[src/rtl/immgen_pipe.sv]
// -----------------------------------------------------------------------------
// immgen_pipe
// Pipelined RV immediate generator for the decode stage. Classifies the base
// formats (I, S, B, U, J), builds the XLEN-wide sign-extended immediate, flags
// unsupported encodings and carries a sideband tag. Valid/ready on both sides
// with an output register plus one skid register, so upstream and downstream
// can stall independently while sustaining one instruction per cycle.
//
// Ports:
//   clk, rst_n            clock, synchronous active-low reset
//   in_valid/in_ready     upstream handshake (in_ready is registered)
//   in_inst, in_tag       raw instruction word and sideband tag
//   out_valid/out_ready   downstream handshake
//   out_imm, out_fmt      immediate and format (0 none, 1 I, 2 S, 3 B, 4 U, 5 J)
//   out_illegal, out_tag  illegal flag and tag of the output entry
//   illegal_cnt, cnt_clr  saturating illegal-accept counter and its clear
// -----------------------------------------------------------------------------
module immgen_pipe #(
    parameter int XLEN  = 64,
    parameter int TAG_W = 64,
    parameter int CNT_W = 16
) (
    input  logic             clk,
    input  logic             rst_n,
    input  logic             in_valid,
    output logic             in_ready,
    input  logic [31:0]      in_inst,
    input  logic [TAG_W-1:0] in_tag,
    output logic             out_valid,
    input  logic             out_ready,
    output logic [XLEN-1:0]  out_imm,
    output logic [2:0]       out_fmt,
    output logic             out_illegal,
    output logic [TAG_W-1:0] out_tag,
    output logic [CNT_W-1:0] illegal_cnt,
    input  logic             cnt_clr
);

    localparam logic [2:0] FMT_NONE = 3'd0;
    localparam logic [2:0] FMT_I    = 3'd1;
    localparam logic [2:0] FMT_S    = 3'd2;
    localparam logic [2:0] FMT_B    = 3'd3;
    localparam logic [2:0] FMT_U    = 3'd4;
    localparam logic [2:0] FMT_J    = 3'd5;

    localparam logic [CNT_W-1:0] CNT_MAX = {CNT_W{1'b1}};

    // Format classification from the major opcode; anything without the
    // 32-bit encoding marker in bits [1:0] is illegal.
    function automatic logic [2:0] dec_fmt(input logic [31:0] inst);
        logic [2:0] f;
        f = FMT_NONE;
        if (inst[1:0] == 2'b11) begin
            case (inst[6:2])
                5'b00000, 5'b00011, 5'b00100,
                5'b11001, 5'b11100:  f = FMT_I;
                5'b00110:            f = (XLEN == 64) ? FMT_I : FMT_NONE;
                5'b01000:            f = FMT_S;
                5'b11000:            f = FMT_B;
                5'b00101, 5'b01101:  f = FMT_U;
                5'b11011:            f = FMT_J;
                default:             f = FMT_NONE;
            endcase
        end else begin
            f = FMT_NONE;
        end
        return f;
    endfunction

    // Immediate is assembled at 64 bits and truncated, which keeps the
    // replication counts constant for both XLEN values.
    function automatic logic [XLEN-1:0] dec_imm(input logic [31:0] inst,
                                                input logic [2:0]  fmt);
        logic [63:0] w;
        case (fmt)
            FMT_I:   w = {{52{inst[31]}}, inst[31:20]};
            FMT_S:   w = {{52{inst[31]}}, inst[31:25], inst[11:7]};
            FMT_B:   w = {{51{inst[31]}}, inst[31], inst[7], inst[30:25],
                          inst[11:8], 1'b0};
            FMT_U:   w = {{32{inst[31]}}, inst[31:12], 12'b0};
            FMT_J:   w = {{43{inst[31]}}, inst[31], inst[19:12], inst[20],
                          inst[30:21], 1'b0};
            default: w = 64'd0;
        endcase
        return w[XLEN-1:0];
    endfunction

    logic [2:0]       dec_fmt_s;
    logic [XLEN-1:0]  dec_imm_s;
    logic             dec_ill_s;
    logic             accept_s;
    logic             load_out_s;

    logic             out_valid_r;
    logic [XLEN-1:0]  out_imm_r;
    logic [2:0]       out_fmt_r;
    logic             out_ill_r;
    logic [TAG_W-1:0] out_tag_r;
    logic             skid_valid_r;
    logic [XLEN-1:0]  skid_imm_r;
    logic [2:0]       skid_fmt_r;
    logic             skid_ill_r;
    logic [TAG_W-1:0] skid_tag_r;
    logic             in_ready_r;
    logic [CNT_W-1:0] cnt_r;

    // Combinational decode of the incoming word and handshake qualifiers.
    always_comb begin
        dec_fmt_s  = dec_fmt(in_inst);
        dec_ill_s  = (dec_fmt_s == FMT_NONE);
        dec_imm_s  = dec_imm(in_inst, dec_fmt_s);
        accept_s   = in_valid & in_ready_r;
        // Output register may take a new entry when empty or being drained.
        load_out_s = ~out_valid_r | out_ready;
    end

    // Output register, skid register, registered in_ready and illegal counter.
    always_ff @(posedge clk) begin
        if (!rst_n) begin
            out_valid_r  <= 1'b0;
            out_imm_r    <= '0;
            out_fmt_r    <= FMT_NONE;
            out_ill_r    <= 1'b0;
            out_tag_r    <= '0;
            skid_valid_r <= 1'b0;
            skid_imm_r   <= '0;
            skid_fmt_r   <= FMT_NONE;
            skid_ill_r   <= 1'b0;
            skid_tag_r   <= '0;
            in_ready_r   <= 1'b1;
            cnt_r        <= '0;
        end else begin
            if (load_out_s) begin
                if (skid_valid_r) begin
                    // Older skid entry moves forward; a new accept backfills it.
                    out_valid_r  <= 1'b1;
                    out_imm_r    <= skid_imm_r;
                    out_fmt_r    <= skid_fmt_r;
                    out_ill_r    <= skid_ill_r;
                    out_tag_r    <= skid_tag_r;
                    skid_valid_r <= accept_s;
                    in_ready_r   <= ~accept_s;
                    if (accept_s) begin
                        skid_imm_r <= dec_imm_s;
                        skid_fmt_r <= dec_fmt_s;
                        skid_ill_r <= dec_ill_s;
                        skid_tag_r <= in_tag;
                    end
                end else if (accept_s) begin
                    out_valid_r <= 1'b1;
                    out_imm_r   <= dec_imm_s;
                    out_fmt_r   <= dec_fmt_s;
                    out_ill_r   <= dec_ill_s;
                    out_tag_r   <= in_tag;
                    in_ready_r  <= 1'b1;
                end else begin
                    out_valid_r <= 1'b0;
                    in_ready_r  <= 1'b1;
                end
            end else if (accept_s) begin
                // Output is holding; park the new entry and close the input.
                skid_valid_r <= 1'b1;
                skid_imm_r   <= dec_imm_s;
                skid_fmt_r   <= dec_fmt_s;
                skid_ill_r   <= dec_ill_s;
                skid_tag_r   <= in_tag;
                in_ready_r   <= 1'b0;
            end else begin
                in_ready_r <= ~skid_valid_r;
            end

            // Clear wins over a coincident illegal accept.
            if (cnt_clr) begin
                cnt_r <= '0;
            end else if (accept_s && dec_ill_s && (cnt_r != CNT_MAX)) begin
                cnt_r <= cnt_r + CNT_W'(1);
            end else begin
                cnt_r <= cnt_r;
            end
        end
    end

    assign in_ready    = in_ready_r;
    assign out_valid   = out_valid_r;
    assign out_imm     = out_imm_r;
    assign out_fmt     = out_fmt_r;
    assign out_illegal = out_ill_r;
    assign out_tag     = out_tag_r;
    assign illegal_cnt = cnt_r;

endmodule

[config.mk]
export PLATFORM = sky130hd
export DESIGN_NAME = immgen_pipe
export DESIGN_NICKNAME = d
export VERILOG_FILES = /design/src/rtl/immgen_pipe.sv
export SDC_FILE = /design/constraint.sdc
export NUM_CORES = 1
export LEC_CHECK = 0
export BUFFER_PORTS_ARGS = -buffer_cell sky130_fd_sc_hd__buf_4
export CAP_MARGIN = 20
export CELL_PAD_IN_SITES_DETAIL_PLACEMENT = 0
export CELL_PAD_IN_SITES_GLOBAL_PLACEMENT = 1
export CORE_ASPECT_RATIO = 1.75
export CORE_MARGIN = 3
export CORE_UTILIZATION = 35
export DETAILED_ROUTE_END_ITERATION = 8
export PLACE_DENSITY = 0.81
export SLEW_MARGIN = 25
export SYNTH_ARGS = -nofsm -noshare
export SYNTH_HDL_FRONTEND = slang
export SYNTH_SLANG_ARGS = --single-unit
[constraint.sdc]
create_clock -name clk -period 6 [get_ports clk]
set_input_delay 0 -clock clk [delete_from_list [all_inputs] [get_ports clk]]
set_output_delay 0 -clock clk [all_outputs]
set_load 0.05 [all_outputs]
==> results.md <==
* GPL Wtd Cong at 0.786
* Final setup vio count at 0
* Setup TNS at 0 ns
* DRC violations left at 0
* Post-Place Cell Area at 0.0111 mm²
* Die Ht at 221 µm
* Initial DRC Count at 567
* CTS sink count at 219
* Port-buffer cells at 250
* Comb power frac at 20.6%
* Yosys reg bits at 219
* Initial Utilization at 35.6%
* Final Slew Violations at 0
* CTS tree: yes
* MaxCap Viol Count at 0
* Worst EP required at 6.40 ns
* Reg clk slew, reported paths at 0.06 ns
* Hold crit path type: in -> reg
* F_max at 351 MHz
* Largest cells by area after synthesis: dfxtp_1, a21oi_1, mux2i_1
* Status: finished, final reports clean
* Ys flop type: dfxtp_1
* Hold Vio Cnt, Final at 0
* Synth area leader: dfxtp_1
* Peak VDD IR at 0.000240 V
* Non-filler instance count after layout at 1,676
* Final #Nets at 1,446
* Die ar. at 0.0286 mm²
* Cts bufs inserted at 22
* Post-CTS Setup Inserts at 0
* RSZ-0062 raised after global routing: false
* Die Span X at 129 µm
* Area Overhead vs Synth at 37.7%
* Leak at 4.88 nW
* Synthesized area per cell at 8.55 µm²
* CTS root buf: clkbuf_16
* Via count at 8,815
* Final WL at 27,900 µm
* Initial antenna violation count at 0
* Post-synth EDFFs at 0
* Mapped Nets at 1,191
* CORE AREA at 0.0261 mm²
* Startpoint Class: flop
* Seq/Total Area, Yosys at 47.2%
* Clock buffer depth at 3
* Sequential share of power at 42.2%
* GR Overflow Total at 0
* Vias per inst at 5.26
* DR WL/cell at 16.6 µm
* Post-synth ARST share at 0%
* Crit path DAT at 3.25 ns
* Category of the most critical setup path: reg -> reg
* Cells after synthesis at 1,085
* Cell-internal power at 2.65 mW
* Min cycle time layout at 2.85 ns
* Share of cells above drive strength 1 at 23.0%
* Yosys cell types at 51
* Clk_skew at 0.0139 ns
* Slew margin rel. at 35.2%
* CP Capture Type: flop
* Power share of the clock group at 37.3%
* Filler instances at 2,467
* Worst-skew pair later-pin latency at 0.50 ns
* Power density over the cells at 297 mW/mm²
* Sw frac at 30.3%
* First-pass GRT wire length at 44,600 µm
* Number of synthesis warnings at 0
* Number of global-route vias before repair at 8,610
* Std-Cell Rows at 78
* Cell area after layout at 0.0128 mm²
* DR pass1 iterations at 5
* Ant diodes at 0
* Largest net degree at the start of global routing at 94
* Setup ws final at 3.15 ns
* Crit-path max FO at 93
* Post-Syn Area at 0.00928 mm²
* I/O pins at 251
* Placed cells at 1,543
* Global Route Usage Sum at 18.8%
* DRT antenna net count at 0
* Sw Pwr at 1.15 mW
* H-tree levels at 1
* Hpwl dp at 18,100 µm
* CTS resizes at 0
* Worst Tran Pin Value at 0.971 ns
* CTS hold repair buffers at 92
* Place WS at 2.96 ns
* Top cell type's share of synthesized area at 47.2%
* Final period util at 47.5%
-- cell usage after synthesis, types with 2 or more instances --
library cell  count
nor2_1           93
ha_1              5
o211ai_1         20
or3_1            12
mux2i_1          66
nand4b_1          2
and3_1            3
a31oi_1           4
a221oi_1          6
o31ai_1           7
nand2_1         169
a311oi_1          3
and2_1            4
nand3b_1         23
a22oi_1          10
nor3_1            8
nor3b_1           4
a31oi_2           3
inv_1             4
nand2b_1          2
nand3_1          10
buf_4            32
or4_1             7
buf_1             5
buf_2             7
o21ai_0          48
clkbuf_1         77
a211oi_1         70
nand4_1           7
dfxtp_1         219
a21oi_1         135
-- cell type report --
cell class / count / area (µm²) / share of cell area (%)
sequential: 219 / 4390 / 34.4
clock buffer: 31 / 646 / 5.05
tap: 320 / 400 / 3.13
inverter: 4 / 17.5 / 0.137
timing repair buffer: 352 / 2890 / 22.6
clock inverter: 9 / 103 / 0.803
multi-input combinational: 741 / 4340 / 33.9
-- worst max-delay path, cell delays in order (launching register included) --
cell and delay, ns:
dfxtp_4 0.90, a21oi_1 0.19, nor2_4 0.46, buf_4 0.80
nor2_1 0.10, a211oi_1 0.26
-- kinds of logic (layout without fill, tap and decap cells) --
group,Yosys count,after routing,share of synthesized area [%]
and+or+nand+nor,351,351,17.0
AOI/OAI and AO/OA,317,317,21.4
DFF,219,219,47.2
buffers and inverters,125,396,6.45
muxes,66,66,7.12
adders and majority gates,6,6,0.782
xor gates and xnor gates,1,1,0.0944
-- state kept, by name, summed over array words and instances, names as in the netlist --
name          flops
out_tag          64
skid_tag_r       64
out_imm          32
skid_imm_r       32
illegal_cnt      16
out_fmt           3
skid_fmt_r        3
in_ready          1
out_illegal       1
out_valid         1
skid_ill_r        1
skid_valid_r      1
-- power groups by stage --
| stage | registers (mW) | logic (mW) | clock network [mW] |
|---|---|---|---|
| 2_1_floorplan | 1.82 | 0.302 | 0 |
| 4_1_cts | 1.60 | 0.783 | 1.46 |
| 6_report | 1.60 | 0.780 | 1.42 |
| 3_5_place_dp | 1.63 | 0.734 | 0 |
| 5_1_grt | 1.61 | 0.832 | 1.52 |
| 3_3_place_gp | 1.63 | 0.726 | 0 |
-- path summary, 6_finish.rpt --
path                   from  slack (ns)  cells past startpoint        endpoint
max            skid_valid_r        3.15                      5      out_tag[3]
min                in_valid        0.06                      3       out_valid
max reg2reg    skid_valid_r        3.15                      5      out_tag[3]
min reg2reg  skid_tag_r[19]        0.45                      2  skid_tag_r[19]
-- layout by cell type, fill, tap and decap left out, drive strengths merged, types with 5 or more instances in the layout --
cell type,instances
a211oi,71
a21oi,135
a221oi,6
a22oi,10
a31oi,7
and2,5
buf,260
clkbuf,31
clkinv,7
dfxtp,219
dlygate4sd3,92
ha,5
mux2i,66
nand2,169
nand3,10
nand3b,23
nand4,7
nor2,93
nor3,8
o211ai,20
o21ai,49
o31ai,7
or3,12
or4,7
-- through the flow --
stage,power (mW),hold WS (ns),utilization (%)
2_1_floorplan,2.13,0.136,-
5_1_grt,3.96,0.0780,49.0
6_report,3.80,0.0626,49.0
3_3_place_gp,2.36,0.258,42.5
4_1_cts,3.84,0.0540,48.9
3_5_place_dp,2.37,0.265,42.5
-- per-layer routing --
layer	vias to the layer above	routed length, µm	global-route usage (%)
li1	4347	-	-
met1	4121	10700	21.5
met2	279	14800	34.6
met3	68	1280	2.32
met4	0	1110	7.73
met5	-	0	0
Power figures use the tool's default switching activity.
